**src/rtl/sap_prog_loader_if.sv**
```systemverilog
// Host byte stream and program-RAM write port of the SAP program loader.
// The loader takes the slave side; the host/RAM side takes the master side.
interface sap_prog_loader_if #(
  parameter int ADDR_W = 4,
  parameter int DATA_W = 8
);
  logic              in_valid;
  logic [DATA_W-1:0] in_data;
  logic              in_ready;
  logic              mem_we;
  logic [ADDR_W-1:0] mem_addr;
  logic [DATA_W-1:0] mem_wdata;

  modport master (
    output in_valid, in_data,
    input  in_ready, mem_we, mem_addr, mem_wdata
  );

  modport slave (
    input  in_valid, in_data,
    output in_ready, mem_we, mem_addr, mem_wdata
  );
endinterface

```
**src/rtl/sap_prog_loader.sv**
```systemverilog
// Loads a DEPTH-word program image into the SAP RAM, checks a trailing XOR
// checksum and keeps the CPU held in reset/halt until a good image is in place.
module sap_prog_loader #(
  parameter int ADDR_W = 4,
  parameter int DATA_W = 8,
  parameter int DEPTH  = 16
) (
  input  logic                clk_i,
  input  logic                rst_ni,
  input  logic                start_i,
  sap_prog_loader_if.slave    bus,
  output logic                cpu_rst_n_o,
  output logic                load_hlt_o,
  output logic                busy_o,
  output logic                done_o,
  output logic                err_o
);

  typedef enum logic [2:0] {
    IDLE  = 3'd0,
    LOAD  = 3'd1,
    CHECK = 3'd2,
    RUN   = 3'd3,
    ERROR = 3'd4
  } state_t;

  state_t            state_q, state_d;
  logic [ADDR_W-1:0] addr_q, addr_d;
  logic [DATA_W-1:0] csum_q, csum_d;
  logic              mem_we_q, mem_we_d;
  logic [ADDR_W-1:0] mem_addr_q, mem_addr_d;
  logic [DATA_W-1:0] mem_wdata_q, mem_wdata_d;
  logic              cpu_rst_n_q, cpu_rst_n_d;
  logic              load_hlt_q, load_hlt_d;
  logic              busy_q, busy_d;
  logic              done_q, done_d;
  logic              err_q, err_d;
  logic              in_ready;
  logic              hs;

  assign in_ready = (state_q == LOAD) || (state_q == CHECK);
  assign hs       = bus.in_valid && in_ready;

  always_ff @(posedge clk_i or negedge rst_ni) begin
    if (!rst_ni) begin
      state_q     <= IDLE;
      addr_q      <= '0;
      csum_q      <= '0;
      mem_we_q    <= 1'b0;
      mem_addr_q  <= '0;
      mem_wdata_q <= '0;
      cpu_rst_n_q <= 1'b0;
      load_hlt_q  <= 1'b1;
      busy_q      <= 1'b0;
      done_q      <= 1'b0;
      err_q       <= 1'b0;
    end else begin
      state_q     <= state_d;
      addr_q      <= addr_d;
      csum_q      <= csum_d;
      mem_we_q    <= mem_we_d;
      mem_addr_q  <= mem_addr_d;
      mem_wdata_q <= mem_wdata_d;
      cpu_rst_n_q <= cpu_rst_n_d;
      load_hlt_q  <= load_hlt_d;
      busy_q      <= busy_d;
      done_q      <= done_d;
      err_q       <= err_d;
    end
  end

  always_comb begin
    state_d     = state_q;
    addr_d      = addr_q;
    csum_d      = csum_q;
    mem_we_d    = 1'b0;
    mem_addr_d  = mem_addr_q;
    mem_wdata_d = mem_wdata_q;
    cpu_rst_n_d = cpu_rst_n_q;
    load_hlt_d  = load_hlt_q;
    busy_d      = busy_q;
    done_d      = done_q;
    err_d       = err_q;

    unique case (state_q)
      IDLE, RUN, ERROR: begin
        // Re-hold the CPU on the same edge that starts a load, before any RAM write.
        if (start_i) begin
          state_d     = LOAD;
          addr_d      = '0;
          csum_d      = '0;
          done_d      = 1'b0;
          err_d       = 1'b0;
          busy_d      = 1'b1;
          cpu_rst_n_d = 1'b0;
          load_hlt_d  = 1'b1;
        end
      end
      LOAD: begin
        if (hs) begin
          mem_we_d    = 1'b1;
          mem_addr_d  = addr_q;
          mem_wdata_d = bus.in_data;
          csum_d      = csum_q ^ bus.in_data;
          addr_d      = addr_q + ADDR_W'(1);
          if (addr_q == ADDR_W'(DEPTH - 1)) begin
            state_d = CHECK;
          end
        end
      end
      CHECK: begin
        // The checksum byte is compared only; it never reaches the RAM.
        if (hs) begin
          busy_d = 1'b0;
          if (bus.in_data == csum_q) begin
            state_d     = RUN;
            done_d      = 1'b1;
            cpu_rst_n_d = 1'b1;
            load_hlt_d  = 1'b0;
          end else begin
            state_d = ERROR;
            err_d   = 1'b1;
          end
        end
      end
      default: state_d = IDLE;
    endcase
  end

  assign bus.in_ready  = in_ready;
  assign bus.mem_we    = mem_we_q;
  assign bus.mem_addr  = mem_addr_q;
  assign bus.mem_wdata = mem_wdata_q;
  assign cpu_rst_n_o   = cpu_rst_n_q;
  assign load_hlt_o    = load_hlt_q;
  assign busy_o        = busy_q;
  assign done_o        = done_q;
  assign err_o         = err_q;

endmodule

```
**src/flat_wrapper.sv**
```systemverilog
// flat-port wrapper written by rule: the top's interface ports become plain ports
module sap_prog_loader_flat 
#(
  parameter int ADDR_W = 4,
  parameter int DATA_W = 8,
  parameter int DEPTH  = 16
)
  (clk_i, rst_ni, start_i, cpu_rst_n_o, load_hlt_o, busy_o, done_o, err_o, bus_in_valid, bus_in_data, bus_in_ready, bus_mem_we, bus_mem_addr, bus_mem_wdata);
  sap_prog_loader_if #(.ADDR_W(ADDR_W), .DATA_W(DATA_W)) bus_i ();
  input  logic clk_i;
  input  logic rst_ni;
  input  logic start_i;
  output logic cpu_rst_n_o;
  output logic load_hlt_o;
  output logic busy_o;
  output logic done_o;
  output logic err_o;
  input wire logic [$bits(bus_i.in_valid)-1:0] bus_in_valid;
  input wire logic [$bits(bus_i.in_data)-1:0] bus_in_data;
  output wire logic [$bits(bus_i.in_ready)-1:0] bus_in_ready;
  output wire logic [$bits(bus_i.mem_we)-1:0] bus_mem_we;
  output wire logic [$bits(bus_i.mem_addr)-1:0] bus_mem_addr;
  output wire logic [$bits(bus_i.mem_wdata)-1:0] bus_mem_wdata;
  assign bus_i.in_valid = bus_in_valid;
  assign bus_i.in_data = bus_in_data;
  assign bus_in_ready = bus_i.in_ready;
  assign bus_mem_we = bus_i.mem_we;
  assign bus_mem_addr = bus_i.mem_addr;
  assign bus_mem_wdata = bus_i.mem_wdata;
  sap_prog_loader #(.ADDR_W(ADDR_W), .DATA_W(DATA_W), .DEPTH(DEPTH)) u_core (.clk_i(clk_i), .rst_ni(rst_ni), .start_i(start_i), .bus(bus_i), .cpu_rst_n_o(cpu_rst_n_o), .load_hlt_o(load_hlt_o), .busy_o(busy_o), .done_o(done_o), .err_o(err_o));
endmodule
```
**config.mk**
```make
export PLATFORM = sky130hd
export DESIGN_NAME = sap_prog_loader_flat
export DESIGN_NICKNAME = d
export VERILOG_FILES = /design/src/rtl/sap_prog_loader_if.sv /design/src/rtl/sap_prog_loader.sv /design/src/flat_wrapper.sv
export SDC_FILE = /design/constraint.sdc
export NUM_CORES = 1
export LEC_CHECK = 0
export CORE_MARGIN = 2
export CORE_UTILIZATION = 39
export DETAILED_ROUTE_END_ITERATION = 7
export GPL_TIMING_DRIVEN = 0
export HOLD_SLACK_MARGIN = 0.05
export PLACE_DENSITY = 0.6
export SLEW_MARGIN = 15
export SYNTH_ARGS = -nofsm -noshare
export SYNTH_HDL_FRONTEND = slang
export SYNTH_SLANG_ARGS = --single-unit
```
**constraint.sdc**
```tcl
create_clock -name clk_i -period 1.76 [get_ports clk_i]
set_clock_uncertainty 0.15 [all_clocks]
set_input_delay 0.264 -clock clk_i [delete_from_list [all_inputs] [get_ports clk_i]]
set_output_delay 0.264 -clock clk_i [all_outputs]
set_load 0.05 [all_outputs]
```
==> results_tabular.tex, run 1 <==
\begin{tabular}{lr}
\hline
Metric & Value \\
\hline
\multicolumn{2}{l}{\textbf{Status}} \\
\quad Status & complete, no violations \\
\multicolumn{2}{l}{\textbf{CTS}} \\
\quad CTS sink count & 32 \\
\quad Clock latency of the later-clocked register in the worst-skew pair & 280 ps \\
\quad Clock slew at the register clock pins of the worst setup and hold paths & roughly 60 ps \\
\quad Cell at the root of the clock tree & sky130\_fd\_sc\_hd\_\_clkbuf\_8 \\
\quad H-tree depth reported by CTS & 2 \\
\quad Cts bufs inserted & 5 \\
\quad TritonCTS clock tree & done \\
\quad Clk buf depth & 2 \\
\multicolumn{2}{l}{\textbf{Power and ir drop}} \\
\quad Overall Power & roughly 3.8 mW \\
\quad Static power due to leakage & 0.999 nW \\
\quad VDD IR-drop max & 1.02 mV \\
\quad Power density over the cells & 1850 nW/um\^{}2 \\
\multicolumn{2}{l}{\textbf{Logic synthesis}} \\
\quad Main flop type after synthesis & sky130\_fd\_sc\_hd\_\_dfrtp\_1 \\
\quad Post-synthesis cell area & 1550 um\^{}2 \\
\quad EDFF count, synth & 0 \\
\quad Warnings, synthesis & 0 \\
\quad Gate count after technology mapping & between 150 and 200 \\
\quad Sequential element share of the synthesized area & approximately half \\
\quad Net count of the mapped netlist & about 170 \\
\quad Synth Register Bits & 32 \\
\quad Fraction of synthesis flops using an asynchronous set or reset pin & between 90\% and 100\% \\
\quad Cell variety after synth & 39 \\
\quad Average footprint of a synthesized cell & just under 10 um\^{}2 \\
\multicolumn{2}{l}{\textbf{Cells and area}} \\
\quad Share of post-route cells with drive strength above 1 & between 10\% and 20\% \\
\quad FILL cells & approximately 370 \\
\quad Final standard cell count with taps included and fillers excluded & about 250 \\
\quad Number of antenna cells inserted & 0 \\
\quad Fin nets & 213 \\
\quad Area of the multi-input gates & about 740 um\^{}2 \\
\quad Area used by sequential logic in the layout & 805 um\^{}2 \\
\quad Most frequent cells in the layout & sky130\_fd\_sc\_hd\_\_nand2\_1, sky130\_fd\_sc\_hd\_\_dfrtp\_1, sky130\_fd\_sc\_hd\_\_o21ai\_1, sky130\_fd\_sc\_hd\_\_dlygate4sd2\_1, sky130\_fd\_sc\_hd\_\_nor2\_1 \\
\quad Post-synthesis to final-layout area growth & 33.1\% \\
\quad Most common cell after layout, fill and taps aside & sky130\_fd\_sc\_hd\_\_nand2\_1 \\
\multicolumn{2}{l}{\textbf{Drt}} \\
\quad \# DRC & 0 \\
\quad WL final & between 3000 and 4000 um \\
\quad Detailed-route wire length per cell & $\sim$13 um \\
\quad Vias per cell & between 5 and 6 \\
\quad Count of TritonRoute iterations in the first routing pass & 4 \\
\quad Violation count after the first detailed-routing iteration & a little under 80 \\
\quad Count of vias placed by the detailed router & around 1300 \\
\quad Remaining antenna violation count & 0 \\
\multicolumn{2}{l}{\textbf{Setup path}} \\
\quad WS Path Type & reg2out \\
\quad Maximum fanout encountered on the critical timing path & 10 \\
\quad CP Data Arrival Time & between 1000 and 1500 ps \\
\quad Required time reported for the critical path endpoint & approximately 1400 ps \\
\quad Crit. End Element & output pin \\
\quad Crit start category & flop \\
\multicolumn{2}{l}{\textbf{STA}} \\
\quad Unrepaired setup endpoints after global routing & yes \\
\quad Worst relative slew slack & 52.6\% \\
\quad Final setup slack of the worst path & around 29 ps \\
\quad Hold Vio Cnt, Final & 0 \\
\quad Least-Margin Pin Slew & slightly above 700 ps \\
\quad Clock period minus final worst setup slack & 1730 ps \\
\quad Max Transition Viols Final & 0 \\
\quad Maximum clock frequency & 578 MHz \\
\quad Final setup violating endpoints & 0 \\
\quad Summed negative setup slack over all endpoints & 0 ps \\
\quad Post-route clock period utilization & a little over nine tenths \\
\multicolumn{2}{l}{\textbf{Global route}} \\
\quad Initial antenna violation count & 0 \\
\quad Global-route wire length before repair & between 5000 and 6000 um \\
\quad Total global routing overflow & 0 \\
\quad Largest net degree at the start of global routing & 33 \\
\quad GRT Overall Usage & roughly 17\% \\
\quad Vias in the first global route & 1166 \\
\multicolumn{2}{l}{\textbf{Floorplan}} \\
\quad Total Die Area & around 4500 um\^{}2 \\
\quad I/O pin count & 31 \\
\quad Starting density of the core & 41.5\% \\
\quad Area of the core region & 3740 um\^{}2 \\
\quad Die width & 67.1 um \\
\quad Row cnt & 22 \\
\quad DIE HEIGHT & about 67 um \\
\multicolumn{2}{l}{\textbf{Place}} \\
\quad Last weighted congestion value of the routability-driven placer & approximately 0.86 \\
\quad Detailed Place HPWL & 2260 um \\
\quad Worst slack after detailed placement & -301 ps \\
\quad DP Cell Count & between 200 and 250 \\
\quad Port bufs & 30 \\
\multicolumn{2}{l}{\textbf{Min path}} \\
\quad Class of the tightest hold or removal check & in2reg \\
\multicolumn{2}{l}{\textbf{Flow run}} \\
\quad Max-cap violations & 0 \\
\hline
\end{tabular}
## layer usage
layer	vias to the layer above	track usage, %	share of wire, %
li1	623	-	-
met1	597	20.8	45
met2	27	27.1	49
met3	6	4.73	4.6
met4	0	6.12	1.6
met5	-	0	0
## worst max-delay path, stage by stage (launching register included)
cell                      delay, ps
sky130_fd_sc_hd__dfrtp_2        450
sky130_fd_sc_hd__buf_4          190
sky130_fd_sc_hd__xnor2_2        140
sky130_fd_sc_hd__nor2_2          90
sky130_fd_sc_hd__buf_6          160
## path summary, 6_finish.rpt
path / start / to / slack, ps / cells after the start
setup / recovery: u_core.state_q[0] / bus_in_ready / 30 / 4
hold / removal: bus_in_valid / u_core.state_q[1] / 260 / 2
setup reg to reg: u_core.state_q[2] / u_core.load_hlt_o / 100 / 4
hold reg to reg: u_core.bus.mem_addr[2] / u_core.bus.mem_addr[2] / 320 / 2
max in group asynchronous: rst_ni / u_core.state_q[1] / 540 / 2
min in group asynchronous: rst_ni / u_core.busy_o / 420 / 2
## report_power, final
group | internal, mW | switching [mW] | leakage (nW) | total [mW]
Combinational | 0.632 | 1.30 | 0.557 | 1.93
Clock | 0.348 | 0.255 | 0.0503 | 0.603
Sequential | 1.06 | 0.236 | 0.391 | 1.29
## state kept, by name (all words and copies together), names as in the netlist
| register | count |
|---|---|
| u_core.bus.mem_we | 1 |
| u_core.busy_o | 1 |
| u_core.load_hlt_o | 1 |
| u_core.bus.mem_addr | 4 |
| u_core.done_o | 1 |
| u_core.err_o | 1 |
| u_core.addr_q | 4 |
| u_core.csum_q | 8 |
| u_core.bus.mem_wdata | 8 |
| u_core.state_q | 3 |
## cell usage after synthesis (4+ instances only)
master | count | area [um^2]
sky130_fd_sc_hd__inv_1 | 4 | 15.0
sky130_fd_sc_hd__o21ai_1 | 18 | 90.1
sky130_fd_sc_hd__dfrtp_1 | 31 | 776
sky130_fd_sc_hd__xor2_1 | 8 | 70.1
sky130_fd_sc_hd__nor2_1 | 10 | 37.5
sky130_fd_sc_hd__o21ai_0 | 4 | 20.0
sky130_fd_sc_hd__nand2_1 | 41 | 154
sky130_fd_sc_hd__buf_4 | 4 | 30.0
## per-stage QoR
step / cell area [um^2] / utilization, % / hold WS (ps)
2_1_floorplan: 1560 / - / -182
3_3_place_gp: 1920 / 51.2 / 307
3_5_place_dp: 1910 / 51.1 / 218
4_1_cts: 2000 / 53.3 / 323
5_1_grt: 2070 / 55.2 / 298
6_report: 2070 / 55.2 / 262
## cells by family (layout without fill, tap and decap cells)
kind of cell / Yosys count / after routing / share of synthesized area, %
compound gates: 35 / 35 / 14.6
xor+xnor: 9 / 9 / 5.07
fa+ha+maj: 1 / 1 / 0.805
buf+inv: 12 / 53 / 3.94
flops: 32 / 32 / 51.6
mux: 1 / 1 / 0.725
simple gates: 69 / 69 / 23.3
## cell type report
cell class,instances,area share (%)
tap,48,2.90
clock buffer,7,4.66
inverter,5,0.907
sequential,32,38.9
multi-input combinational,115,35.6
timing repair buffer,34,14.9
buffer,7,2.12
## repair_timing
item | in CTS | in global routing
hold buffers | 1 | 0
buffers inserted | 0 | 3
resized for setup | 27 | 11
setup endpoints to repair | 19 | 14
hold endpoints to repair | 31 | 0
No activity file was read; power rests on OpenSTA's default activity.
==> run 2, diff against run 1 <==
- CORE_UTILIZATION: 39 -> 40
- CTS_BUF_LIST: unset -> sky130_fd_sc_hd__clkbuf_2 sky130_fd_sc_hd__clkbuf_4 sky130_fd_sc_hd__clkbuf_8
- PLACE_DENSITY: 0.6 -> 0.62
==> run 2 against run 1 <==
Against the previous run: utilization increased by 0.35 points; final area decreased by 0.85%; global-route usage increased by 0.70 points; critical path depth unchanged; sequential power about the same; final cell count decreased by 0.40%; critical endpoint unchanged; count of clock-buffer cells in the layout increased by 1; combinational power decreased by 3%; hold slack got worse by 91 ps.
==> results_tabular.tex, run 2 (synthesized netlist as in run 1, its figures left out) <==
\begin{tabular}{lr}
\hline
Metric & Value \\
\hline
\multicolumn{2}{l}{\textbf{CTS}} \\
\quad Clk buf depth & 2 (unchanged) \\
\quad H-tree depth reported by CTS & 2 (unchanged) \\
\quad CTS sink count & 32 (unchanged) \\
\quad Clock slew at the register clock pins of the worst setup and hold paths & 60 ps (about the same) \\
\quad TritonCTS clock tree & done \\
\quad Cts bufs inserted & 5 (unchanged) \\
\quad Cell at the root of the clock tree & sky130\_fd\_sc\_hd\_\_clkbuf\_8 \\
\quad Clock latency of the later-clocked register in the worst-skew pair & 280 ps (about the same) \\
\multicolumn{2}{l}{\textbf{Global route}} \\
\quad Routing layer with the top usage in global route & met2 \\
\quad Total global routing overflow & 0 (unchanged) \\
\quad Global routing usage on met3 & 5.28\% (+0.55 points) \\
\quad Met1 capacity usage during global routing & 22.0\% (+1.2 points) \\
\quad Initial antenna violation count & 0 (unchanged) \\
\quad Global-route wire length before repair & 5650 um (+4.3\%) \\
\quad Largest net degree at the start of global routing & 33 (unchanged) \\
\quad Met2 track utilization from global routing & 27.6\% (+0.52 points) \\
\quad Vias in the first global route & 1205 (+3.3\%) \\
\quad GRT Overall Usage & 17.3\% (+0.70 points) \\
\multicolumn{2}{l}{\textbf{Cells and area}} \\
\quad Final standard cell count with taps included and fillers excluded & 247 (-0.40\%) \\
\quad Post-synthesis to final-layout area growth & 32.0\% \\
\quad Design area & 2050 um\^{}2 (-0.85\%) \\
\quad Share of post-route cells with drive strength above 1 & 17.1\% (-1.4 points) \\
\quad Number of antenna cells inserted & 0 (unchanged) \\
\quad FILL cells & 337 (-8.2\%) \\
\quad Final design utilization & 55.6\% (+0.35 points) \\
\quad Most common cell after layout, fill and taps aside & sky130\_fd\_sc\_hd\_\_nand2\_1 \\
\quad Fin nets & 211 (-0.94\%) \\
\quad Most frequent cells in the layout & sky130\_fd\_sc\_hd\_\_nand2\_1, sky130\_fd\_sc\_hd\_\_dfrtp\_1, sky130\_fd\_sc\_hd\_\_o21ai\_1, sky130\_fd\_sc\_hd\_\_dlygate4sd2\_1, sky130\_fd\_sc\_hd\_\_nor2\_1 \\
\multicolumn{2}{l}{\textbf{STA}} \\
\quad Maximum clock frequency & 578 MHz (about the same) \\
\quad Unrepaired setup endpoints after global routing & yes \\
\quad Summed negative setup slack over all endpoints & 0 ps (unchanged) \\
\quad Clock period minus final worst setup slack & 1730 ps (-1.50 ps) \\
\quad Final setup violating endpoints & 0 (unchanged) \\
\quad Post-route clock period utilization & 98.3\% (about the same) \\
\quad Least-Margin Pin Slew & 707 ps (-4.89 ps) \\
\quad Worst relative slew slack & 52.9\% (+0.33 points) \\
\quad Final hold slack & 171 ps (-90.9 ps) \\
\quad Hold Vio Cnt, Final & 0 (unchanged) \\
\quad Final setup slack of the worst path & 30.3 ps (+1.50 ps) \\
\quad Max Transition Viols Final & 0 (unchanged) \\
\multicolumn{2}{l}{\textbf{Drt}} \\
\quad Detailed-route wire length per cell & 13.3 um (-1.1\%) \\
\quad Count of TritonRoute iterations in the first routing pass & 4 (unchanged) \\
\quad Remaining antenna violation count & 0 (unchanged) \\
\quad Count of vias placed by the detailed router & 1236 (-1.4\%) \\
\quad \# DRC & 0 (unchanged) \\
\quad WL final & 3290 um (-1.5\%) \\
\quad Vias per cell & 5.00 (-0.96\%) \\
\quad Violation count after the first detailed-routing iteration & 85 (+7.6\%) \\
\multicolumn{2}{l}{\textbf{Place}} \\
\quad Detailed Place HPWL & 2310 um (+2.1\%) \\
\quad DP Cell Count & 237 (unchanged) \\
\quad Port bufs & 30 (unchanged) \\
\quad Last weighted congestion value of the routability-driven placer & 0.860 (+0.27\%) \\
\quad Placed inst area & 1910 um\^{}2 (unchanged) \\
\quad Worst slack after detailed placement & -304 ps (-3.01 ps) \\
\multicolumn{2}{l}{\textbf{Power and ir drop}} \\
\quad Clock group share of total power & 16.1\% (+0.3 points) \\
\quad Combinational share of power & 49.6\% (-0.8 points) \\
\quad Static power due to leakage & 0.999 nW (about the same) \\
\quad Net switching power & 1.77 mW (-1.1\%) \\
\quad VDD IR-drop max & 1.03 mV (+0.74\%) \\
\quad Power share of the sequential group & 34.3\% (+0.5 points) \\
\quad Internal Power & 2.02 mW (-1.0\%) \\
\quad Overall Power & 3.78 mW (-1.0\%) \\
\quad Sw frac & 46.7\% (about the same) \\
\quad Power density over the cells & 1850 nW/um\^{}2 (-0.20\%) \\
\multicolumn{2}{l}{\textbf{Min path}} \\
\quad Hold Path Stages & 3 (+1) \\
\quad Class of the tightest hold or removal check & in2reg \\
\quad Worst-case hold path end point & u\_core.bus.mem\_wdata[3] \\
\quad Min-delay src & bus\_in\_data[3] \\
\multicolumn{2}{l}{\textbf{Floorplan}} \\
\quad Area of the core region & 3690 um\^{}2 (-1.5\%) \\
\quad Row cnt & 22 (unchanged) \\
\quad DIE HEIGHT & 66.3 um (-1.2\%) \\
\quad Die width & 66.3 um (-1.2\%) \\
\quad I/O pin count & 31 (unchanged) \\
\quad Starting density of the core & 42.1\% (+0.62 points) \\
\quad Total Die Area & 4400 um\^{}2 (-2.4\%) \\
\multicolumn{2}{l}{\textbf{Setup path}} \\
\quad Crit. End Element & output pin \\
\quad Maximum fanout encountered on the critical timing path & 10 (unchanged) \\
\quad Flop-to-flop setup slack & 90 ps (about the same) \\
\quad Crit start category & flop \\
\quad CP Data Arrival Time & 1320 ps (about the same) \\
\quad Required time reported for the critical path endpoint & 1350 ps (about the same) \\
\quad WS Path Type & reg2out \\
\quad Destination of the worst register-to-register timing path & u\_core.csum\_q[6] \\
\quad R2r startpoint & u\_core.state\_q[1] \\
\quad Worst reg-to-reg path cell count & 6 (+2) \\
\multicolumn{2}{l}{\textbf{Status}} \\
\quad Status & complete, no violations \\
\multicolumn{2}{l}{\textbf{Flow run}} \\
\quad Max-cap violations & 0 (unchanged) \\
\hline
\end{tabular}
[run 2: repair_timing]
item / 4_1_cts / 5_1_grt
endpoints found under the setup margin: 19 / 23
buffers inserted: 0 / 1
endpoints found under the hold margin: 31 / 0
hold buffers: 1 / 0
gates resized for setup: 25 / 12
pin swaps: 0 / 0
[run 2: final cells by class]
type / instances / area, um^2 / area share (%)
flip-flops and latches: 32 / 805 / 39.2
multi-input cells: 115 / 724 / 35.3
repair buffers: 32 / 302 / 14.7
clock buffers: 8 / 97.6 / 4.76
well taps: 48 / 60.1 / 2.93
plain buffers: 7 / 43.8 / 2.14
inverters: 5 / 18.8 / 0.915
[run 2: power groups by stage]
| stage | Sequential (mW) | Combinational [mW] | Clock (mW) |
|---|---|---|---|
| floorplan | 1.85 | 0.812 | 0 |
| global placement | 1.29 | 1.95 | 0 |
| detailed placement | 1.30 | 1.98 | 0 |
| CTS | 1.29 | 1.85 | 0.620 |
| global route | 1.34 | 2.04 | 0.659 |
| finish | 1.30 | 1.88 | 0.610 |
[run 2: worst max-delay path, stage by stage (launching register included)]
cell and delay [ps]:
sky130_fd_sc_hd__dfrtp_2 450, sky130_fd_sc_hd__buf_4 190, sky130_fd_sc_hd__xnor2_2 140, sky130_fd_sc_hd__nor2_2 90
sky130_fd_sc_hd__buf_6 160
[run 2: worst max path at each step]
stage | start | end | slack [ps] | cells after the start
4_1_cts | u_core.load_hlt_o | load_hlt_o | 4 | 1
6_report | u_core.state_q[0] | bus_in_ready | 30 | 4
3_3_place_gp | rst_ni | u_core.bus.mem_wdata[4] | -370 | 1
5_1_grt | bus_in_data[0] | u_core.done_o | -20 | 5
2_1_floorplan | u_core.state_q[1] | bus_in_ready | 210 | 3
3_5_place_dp | u_core.state_q[1] | bus_in_ready | -300 | 4
[run 2: metal layers]
| layer | wire length (um) | part of all wire, % | up-vias |
|---|---|---|---|
| met2 | 1580 | 48 | 32 |
| met4 | 36 | 1.1 | 0 |
| li1 | - | - | 617 |
| met5 | 0 | 0 | - |
| met1 | 1500 | 46 | 582 |
| met3 | 163 | 5.0 | 5 |
==> run 3, diff against run 2 <==
- RECOVER_POWER: unset -> 25
- SKIP_CTS_REPAIR_TIMING: unset -> 1
- clock period: 1.76 -> 1.65 ns (I/O delays scaled with it)
==> run 3 against run 2 <==
Against the previous run: the flow now finishes with violations (setup timing); final area grew 2.7%; largest cell class unchanged; non-clock buffer count is the same; hold slack lost 26 ps; largest power group unchanged; clock power grew 5.9%; die area is the same; count of clock-buffer cells in the layout is the same; final cell count is the same; routed wire length grew 3.2%; critical path type unchanged; sequential cell count is the same; utilization grew 1.5 points; highest routed layer unchanged.
==> results_tabular.tex, run 3 (synthesized netlist as in run 1, its figures left out) <==
\begin{tabular}{lr}
\hline
Metric & Value \\
\hline
\multicolumn{2}{l}{\textbf{Status}} \\
\quad Status & finished with violations \\
\quad Violated checks & setup timing \\
\multicolumn{2}{l}{\textbf{CTS}} \\
\quad TritonCTS clock tree & done \\
\quad Cts bufs inserted & 5 (unchanged) \\
\quad Cell at the root of the clock tree & sky130\_fd\_sc\_hd\_\_clkbuf\_8 \\
\quad Clock slew at the register clock pins of the worst setup and hold paths & 70 ps (about the same) \\
\quad CTS sink count & 32 (unchanged) \\
\quad Clock latency of the later-clocked register in the worst-skew pair & 280 ps (about the same) \\
\quad H-tree depth reported by CTS & 2 (unchanged) \\
\quad Clk buf depth & 2 (unchanged) \\
\multicolumn{2}{l}{\textbf{Setup path}} \\
\quad Crit start category & flop \\
\quad CP Data Arrival Time & 1320 ps (about the same) \\
\quad Required time reported for the critical path endpoint & 1250 ps (-100 ps) \\
\quad Maximum fanout encountered on the critical timing path & 10 (unchanged) \\
\quad Flop-to-flop setup slack & -40 ps (-130 ps) \\
\quad Beginning of the critical path & u\_core.state\_q[1] \\
\quad Crit. End Element & output pin \\
\quad Last element of the critical path & bus\_in\_ready \\
\quad WS Path Type & reg2out \\
\quad R2r startpoint & u\_core.state\_q[1] \\
\quad Worst reg-to-reg path cell count & 6 (unchanged) \\
\quad Destination of the worst register-to-register timing path & u\_core.csum\_q[6] \\
\multicolumn{2}{l}{\textbf{Power and ir drop}} \\
\quad VDD IR-drop max & 1.10 mV (+6.2\%) \\
\quad Static power due to leakage & 1.16 nW (+16\%) \\
\quad Overall Power & 4.14 mW (+9.4\%) \\
\quad Power density over the cells & 1970 nW/um\^{}2 (+6.5\%) \\
\multicolumn{2}{l}{\textbf{Global route}} \\
\quad GRT Overall Usage & 17.3\% (unchanged) \\
\quad Largest net degree at the start of global routing & 33 (unchanged) \\
\quad Routing layer with the top usage in global route & met2 \\
\quad Global routing usage on met3 & 5.28\% (unchanged) \\
\quad Vias in the first global route & 1201 (-0.33\%) \\
\quad Initial antenna violation count & 0 (unchanged) \\
\quad Met2 track utilization from global routing & 27.5\% (-0.12 points) \\
\quad Global-route wire length before repair & 5650 um (unchanged) \\
\quad Met1 capacity usage during global routing & 22.1\% (+0.11 points) \\
\quad Total global routing overflow & 0 (unchanged) \\
\multicolumn{2}{l}{\textbf{STA}} \\
\quad Summed negative setup slack over all endpoints & -295 ps (-295 ps) \\
\quad Final setup violating endpoints & 11 (+11) \\
\quad Unrepaired setup endpoints after global routing & yes \\
\quad Max Transition Viols Final & 0 (unchanged) \\
\quad Worst relative slew slack & 47.3\% (-5.6 points) \\
\quad Final setup slack of the worst path & -64.6 ps (-94.9 ps) \\
\quad Post-route clock period utilization & 104\% \\
\quad Clock period minus final worst setup slack & 1710 ps \\
\quad Hold Vio Cnt, Final & 0 (unchanged) \\
\quad Maximum clock frequency & slightly below 600 MHz \\
\quad Least-Margin Pin Slew & 791 ps (+84.2 ps) \\
\multicolumn{2}{l}{\textbf{Drt}} \\
\quad Detailed-route wire length per cell & 13.7 um (+3.2\%) \\
\quad Vias per cell & 4.99 (-0.32\%) \\
\quad WL final & 3390 um (+3.2\%) \\
\quad \# DRC & 0 (unchanged) \\
\quad Count of TritonRoute iterations in the first routing pass & 4 (unchanged) \\
\quad Remaining antenna violation count & 0 (unchanged) \\
\quad Count of vias placed by the detailed router & 1232 (-0.32\%) \\
\quad Violation count after the first detailed-routing iteration & 87 (+2.4\%) \\
\multicolumn{2}{l}{\textbf{Floorplan}} \\
\quad Total Die Area & 4400 um\^{}2 (unchanged) \\
\quad Area of the core region & 3690 um\^{}2 (unchanged) \\
\quad Die width & 66.3 um (unchanged) \\
\quad Starting density of the core & 42.1\% (unchanged) \\
\quad DIE HEIGHT & 66.3 um (unchanged) \\
\quad Row cnt & 22 (unchanged) \\
\quad I/O pin count & 31 (unchanged) \\
\multicolumn{2}{l}{\textbf{Cells and area}} \\
\quad Final design utilization & 57.1\% (+1.5 points) \\
\quad Number of antenna cells inserted & 0 (unchanged) \\
\quad Share of post-route cells with drive strength above 1 & 19.1\% (+2.0 points) \\
\quad Fin nets & 211 (unchanged) \\
\quad Most common cell after layout, fill and taps aside & sky130\_fd\_sc\_hd\_\_nand2\_1 \\
\quad Post-synthesis to final-layout area growth & 35.6\% \\
\quad Most frequent cells in the layout & sky130\_fd\_sc\_hd\_\_nand2\_1, sky130\_fd\_sc\_hd\_\_dfrtp\_1, sky130\_fd\_sc\_hd\_\_dlymetal6s2s\_1, sky130\_fd\_sc\_hd\_\_o21ai\_1, sky130\_fd\_sc\_hd\_\_nor2\_1 \\
\multicolumn{2}{l}{\textbf{Place}} \\
\quad Last weighted congestion value of the routability-driven placer & 0.860 (unchanged) \\
\quad Port bufs & 30 (unchanged) \\
\quad Worst slack after detailed placement & -398 ps (-93.5 ps) \\
\quad Detailed Place HPWL & 2310 um (unchanged) \\
\multicolumn{2}{l}{\textbf{Flow run}} \\
\quad Max-cap violations & 0 (unchanged) \\
\multicolumn{2}{l}{\textbf{Min path}} \\
\quad Class of the tightest hold or removal check & in2reg \\
\hline
\end{tabular}
==> run 3: changes by cell type in the layout (fill, tap and decap cells not counted), sizes merged <==
cell / delta
dlymetal6s2s: +18
dlygate4sd2: -16
clkbuf: +3
buf: -2
clkdlybuf4s15: -2
clkdlybuf4s50: -1
==> run 3: per-layer routing <==
layer  wire, um  part of all wire [%]
met2       1700                    50
met3        155                   4.6
met4         22                  0.65
met1       1510                    44
met5          0                     0
==> run 3: worst min path at each step <==
stage | start | endpoint | slack, ps | cells after the start
6_report | bus_in_data[0] | u_core.bus.mem_wdata[0] | 150 | 3
5_1_grt | bus_in_data[0] | u_core.bus.mem_wdata[0] | 170 | 3
4_1_cts | rst_ni | u_core.state_q[1] | -100 | 1
3_5_place_dp | rst_ni | u_core.done_o | 200 | 1
3_3_place_gp | u_core.bus.mem_addr[3] | u_core.bus.mem_addr[3] | 310 | 2
2_1_floorplan | rst_ni | u_core.addr_q[0] | -200 | 0
==> run 3: area by class of cell <==
cell class	instances	area, um^2
timing repair buffer	32	358
multi-input combinational	115	719
clock buffer	8	97.6
tap	48	60.1
inverter	5	18.8
buffer	7	47.5
fill	341	1580
sequential	32	806
==> run 3: worst max-delay path, cell delays in order, from the launching register on <==
cell and delay, ps:
sky130_fd_sc_hd__dfrtp_2 450, sky130_fd_sc_hd__buf_4 190, sky130_fd_sc_hd__xnor2_1 130, sky130_fd_sc_hd__nor2_2 70, sky130_fd_sc_hd__buf_4 190
==> run 3: where the power goes <==
group	total [mW]	switching [mW]	internal (mW)
logic	2.11	1.36	0.752
registers	1.38	0.258	1.13
clock network	0.646	0.273	0.373
total	4.14	1.89	2.25
==> run 3: metrics by stage <==
| step | hold slack (ps) | instances | area (um^2) |
|---|---|---|---|
| global route | 168 | 247 | 2110 |
| CTS | -101 | 245 | 2010 |
| finish | 145 | 247 | 2110 |
| floorplan | -198 | 159 | 1560 |
| global placement | 310 | 237 | 1920 |
| detailed placement | 204 | 237 | 1910 |
